## src/rtl/ra_frame_seq.sv

```systemverilog
// Frame sequencer for the capture-memory display path: walks 2^WIN_W points from a
// trigger-aligned, offset-shifted base, stepping by the decoded zoom factor over valid/ready.
module ra_frame_seq #(
    parameter int ADDR_W    = 13,
    parameter int WIN_W     = 10,
    parameter int ZOOM_W    = 4,
    parameter int ZMAX_LOG  = 3,
    parameter int OFF_W     = 3,
    parameter int OFF_SHIFT = 8
) (
    input  logic              clk,
    input  logic              rst_n,
    input  logic              start,
    input  logic              abort,
    input  logic              cont,
    input  logic [ZOOM_W-1:0] zoom,
    input  logic [OFF_W-1:0]  offset,
    input  logic [ADDR_W-1:0] trig_addr,
    input  logic              rd_ready,
    output logic [ADDR_W-1:0] rd_addr,
    output logic              rd_valid,
    output logic [WIN_W-1:0]  idx,
    output logic              busy,
    output logic              done
);

    localparam logic [1:0] IDLE = 2'd0;
    localparam logic [1:0] RUN  = 2'd1;
    localparam logic [1:0] DONE = 2'd2;

    localparam logic [WIN_W-1:0] LAST_IDX = '1;

    logic [1:0]        state;
    logic [1:0]        state_next;
    logic [ADDR_W-1:0] step;
    logic [ADDR_W-1:0] step_dec;
    logic [ADDR_W-1:0] base_dec;
    logic              accept;
    logic              last_beat;
    logic              do_latch;

    // Only powers of two up to 2^ZMAX_LOG are legal; anything else falls back to step 1.
    always_comb begin
        step_dec = ADDR_W'(1);
        for (int i = 1; i <= ZMAX_LOG; i++) begin
            if (32'(zoom) == (32'd1 << i)) begin
                step_dec = ADDR_W'(32'd1 << i);
            end
        end
    end

    assign base_dec  = trig_addr + (ADDR_W'(offset) << OFF_SHIFT);
    assign accept    = (state == RUN) && rd_ready;
    assign last_beat = accept && (idx == LAST_IDX);
    assign do_latch  = !abort && (((state == IDLE) && start) || ((state == DONE) && cont));

    always_comb begin
        state_next = state;
        case (state)
            IDLE: begin
                if (start && !abort) begin
                    state_next = RUN;
                end
            end
            RUN: begin
                if (abort) begin
                    state_next = IDLE;
                end else if (last_beat) begin
                    state_next = DONE;
                end
            end
            DONE: begin
                if (cont && !abort) begin
                    state_next = RUN;
                end else begin
                    state_next = IDLE;
                end
            end
            default: state_next = IDLE;
        endcase
    end

    // Status outputs are flopped from the next-state value so they line up with state.
    always_ff @(posedge clk or negedge rst_n) begin
        if (!rst_n) begin
            state    <= IDLE;
            rd_valid <= 1'b0;
            busy     <= 1'b0;
            done     <= 1'b0;
        end else begin
            state    <= state_next;
            rd_valid <= (state_next == RUN);
            busy     <= (state_next != IDLE);
            done     <= (state_next == DONE);
        end
    end

    // Stepping the address by z per accept is equivalent to base + idx*z modulo 2^ADDR_W.
    always_ff @(posedge clk or negedge rst_n) begin
        if (!rst_n) begin
            rd_addr <= '0;
            idx     <= '0;
            step    <= ADDR_W'(1);
        end else if (do_latch) begin
            rd_addr <= base_dec;
            idx     <= '0;
            step    <= step_dec;
        end else if (accept && !abort && !last_beat) begin
            rd_addr <= rd_addr + step;
            idx     <= idx + WIN_W'(1);
        end
    end

endmodule

```

## config.mk

```make
export PLATFORM = sky130hd
export DESIGN_NAME = ra_frame_seq
export DESIGN_NICKNAME = d
export VERILOG_FILES = /design/src/rtl/ra_frame_seq.sv
export SDC_FILE = /design/constraint.sdc
export NUM_CORES = 1
export LEC_CHECK = 0
export ABC_AREA = 1
export CAP_MARGIN = 5
export CORE_ASPECT_RATIO = 1.25
export CORE_MARGIN = 3
export CORE_UTILIZATION = 25
export CTS_CLUSTER_SIZE = 14
export DETAILED_ROUTE_END_ITERATION = 8
export SETUP_SLACK_MARGIN = 0.5
export SLEW_MARGIN = 5
export SYNTH_ARGS = -nofsm -noshare
export SYNTH_HDL_FRONTEND = slang
export SYNTH_SLANG_ARGS = --single-unit
export TNS_END_PERCENT = 20
```

## constraint.sdc

```tcl
create_clock -name clk -period 1.55 [get_ports clk]
set_input_delay 0.2325 -clock clk [delete_from_list [all_inputs] [get_ports clk]]
set_output_delay 0.2325 -clock clk [all_outputs]
set_load 0.1 [all_outputs]
```

==> results.txt <==
vias in the first global route - 2353
Min-Delay Path Class - primary input to asynchronous set/reset pin
Root Driver - clkbuf_8
WL met2 - 3.190 mm
clk_lat worst skew - 0.28 ns
Yosys warnings - 0
Chip Width - 91.34 um
status - finished, violations left
switching power - 0.002436 W
Critical Path Source Type - flop
FMAX - 0.5730 GHz
synthesized net count - 341
failing checks - setup timing
RSZ-0062 raised after global routing - yes
number of DRC markers in iteration 0 - 35
Final WS setup - -0.1951 ns
largest net degree at the start of global routing - 33
Max Transition Viols Final - 0
sequential fraction of the synthesis area - 35.24%
Clock power frac - 13.2%
post-route cell area - 0.003750 mm2
CTS tree - yes
Worst Path Arrival - 1.92 ns
clock transition at the registers of the reported paths - 0.07 ns
Highest Signal Layer - met4
worst r2r src - rd_addr[0]
share of layout cells above drive strength 1 - 36.34%
number of inserted diodes - 0
initial core utilization - 25.87%
slowest stage cell, crit path - dfrtp_4
met1 wire length - 2.399 mm
switching share of power - 47.74%
total number of vias - 2298
Rel. slew slack - 67.49%
IO Pins - 52
maximum vdd drop - 0.8811 mV
post-route minimum period - 1.745 ns
clk_skew - 0.008829 ns
CTS Buf Count - 5
combinational power share - 61.1%
IO Port Bufs - 51
most frequent CP cell - nand2_1
CTS H-tree depth - 2
metal3 WL - 301 um
Post-DRT Antenna Nets - 0
FF/Latch Area - 848.3 um2
GRT Residual Overflow - 0
area leader, netlist - dfrtp_1
Final Util - 42.63%
Max Root-Sink Buffers - 2
Fillers - 889
WL per Instance - 11.73 um
pre-CTS setup slack - -0.3860 ns
area delta synth->final - 64.76%
setup slack, reg-to-reg - -0.20 ns
Vias/cell - 4.524
crit path kind - flop to flop
Final GP Congestion - 0.8530
area of the multi-input gates - 0.001415 mm2
fin crit share - 112.6%
Data required, critical path - 1.72 ns
Worst R2R End - rd_addr[4]
first-pass GRT wire length - 10.53 mm
top cells by area, synth - dfrtp_1, nand2_1, nand3_1
Syn Inst Count - 305
CP max stage delay - 0.49 ns
area share of the largest cell type after synthesis - 34.08%
R2R cell count - 9
Die H - 112.7 um
Max FO, Critical Path - 4
Post-Place Cell Area - 0.003503 mm2
Setup TNS - -1.343 ns
Yosys reg bits - 32
Max-Cap Viols - 0
initial antenna violation count - 0
ratio of total power to cell area - 1361 mW/mm2
die area - 0.01029 mm2
Slew @ Worst Pin - 0.4808 ns
Mean Syn Cell Area - 7.462 um2
post-synthesis cell type count - 38
hpwl dp - 4.738 mm
CTS Sinks - 32
Design Power - 0.005102 W
LEAKAGE - 1.695 nW
DRC Markers - 0
Fin. Hold Viols - 0
Pint - 0.002666 W
Critical Path, Cell by Cell - ha_4, fa_2, nand2_2, nand3_2, nand2_4, xor2_1, nand2_1, o211ai_2, nand2_1
Crit. End Element - flop
GRT Util Overall - 12.38%
CTS Hold Bufs - 0
Core ar. - 0.008796 mm2
DRT Pass-1 Iters - 4
# rows - 38
proportion of power drawn by flip-flops and latches - 25.7%
endpoints failing setup - 11
Synth Cell Area - 0.002276 mm2
nets@finish - 423
wirelength, routed - 5.960 mm
## worst max path at each step
stage | start | to | slack (ns) | cells past startpoint
2_1_floorplan | rd_addr[0] | rd_addr[4] | -0.30 | 9
3_3_place_gp | offset[0] | rd_addr[12] | -0.36 | 12
3_5_place_dp | offset[0] | rd_addr[12] | -0.39 | 12
4_1_cts | rd_addr[0] | rd_addr[4] | -0.18 | 9
5_1_grt | rd_addr[0] | rd_addr[12] | -0.31 | 11
6_report | rd_addr[0] | rd_addr[4] | -0.20 | 9
## state kept, by name, summed over array words and instances, names as in the netlist
register and count:
rd_addr 13, idx 10, step 4, state 2
busy 1, done 1, rd_valid 1
## cell type report
cell class | instances | area share [%]
tap | 120 | 4.004
sequential | 32 | 22.62
clock buffer | 6 | 2.202
timing repair buffer | 81 | 29.23
inverter | 36 | 3.937
clock inverter | 2 | 0.2669
multi-input combinational | 231 | 37.74
## power groups by stage
stage | Combinational [W] | Sequential, W | Clock [W]
2_1_floorplan | 0.000784 | 0.00233 | 0
3_3_place_gp | 0.00298 | 0.00131 | 0
3_5_place_dp | 0.00301 | 0.00132 | 0
4_1_cts | 0.00311 | 0.00131 | 0.000705
5_1_grt | 0.00331 | 0.00135 | 0.000743
6_report | 0.00312 | 0.00131 | 0.000674
## Yosys cell counts
| cell type | instances |
|---|---|
| buf_4 | 1 |
| o31ai_1 | 1 |
| nand2_1 | 94 |
| xor2_1 | 6 |
| dfrtp_1 | 31 |
| or2_2 | 2 |
| nand3b_1 | 3 |
| nor2_2 | 3 |
| nand2_4 | 1 |
| nand2_2 | 3 |
| nand3_2 | 4 |
| nand4_1 | 4 |
| buf_6 | 4 |
| nand3_1 | 30 |
| buf_2 | 1 |
| nor3_2 | 1 |
| nor2_4 | 1 |
| nor2_1 | 33 |
| nor2_8 | 1 |
| or2_0 | 1 |
| nand3_4 | 2 |
| o21ai_1 | 1 |
| o21a_1 | 1 |
| nor3_1 | 4 |
| a21oi_1 | 8 |
| ha_1 | 8 |
| o21ai_0 | 4 |
| o21bai_1 | 1 |
| clkinv_2 | 1 |
| inv_1 | 32 |
| o21ai_2 | 5 |
| fa_1 | 2 |
| and3_1 | 1 |
| a31oi_2 | 3 |
| dfstp_2 | 1 |
| o211ai_2 | 2 |
| nor4b_1 | 1 |
| inv_2 | 3 |
## metrics by stage
stage | hold slack, ns | std cells
global placement | 0.4986 | 498
CTS | 0.3213 | 507
finish | 0.3218 | 508
global route | 0.3248 | 508
detailed placement | 0.5038 | 498
floorplan | -0.06309 | 305
## cell families (layout without fill, tap and decap cells)
| family | count (synthesis) | count (layout) | share of synthesized area, % |
|---|---|---|---|
| fa+ha+maj | 10 | 10 | 6.157 |
| flops | 32 | 32 | 35.24 |
| xor+xnor | 6 | 6 | 2.309 |
| compound gates | 26 | 26 | 8.521 |
| buf+inv | 42 | 125 | 8.521 |
| simple gates | 189 | 189 | 39.25 |
## metal layers
| layer | vias to the layer above | track usage (%) |
|---|---|---|
| met1 | 1079 | 14.21 |
| met2 | 62 | 22.64 |
| met5 | - | 0 |
| met3 | 10 | 3.150 |
| met4 | 0 | 3.320 |
| li1 | 1147 | - |
## what timing repair did
item	in CTS	in global routing
pin swaps	18	12
gates resized for setup	31	9
setup buffers	1	1
setup endpoints to repair	58	58
## worst max-delay path: cells and delay by family (launching register included)
kind,cells,cell delay (ns)
AOI/OAI and AO/OA,1,0.06
adders and majority gates,2,0.52
DFF,1,0.49
and+or+nand+nor,5,0.42
xor gates and xnor gates,1,0.15
## cells in the final DEF, fill, tap and decap left out, types with 2 or more instances in the layout
master	n
nand2_1	89
buf_12	31
inv_1	30
nor2_1	29
nand3_1	27
clkdlybuf4s50_1	25
buf_4	15
dfrtp_2	13
dfrtp_1	10
buf_6	10
a21oi_1	8
dfrtp_4	8
nor2_2	7
nand3_2	7
nand2_2	6
clkbuf_8	6
xor2_1	5
o21ai_2	5
nand4_1	4
ha_4	4
ha_1	4
inv_4	3
nand2_4	3
o21ai_1	3
a31oi_2	3
nor3_1	3
nand3b_1	3
inv_2	2
nand3_4	2
o211ai_2	2
or2_2	2
clkinv_2	2
No activity file was read; power rests on OpenSTA's default activity.
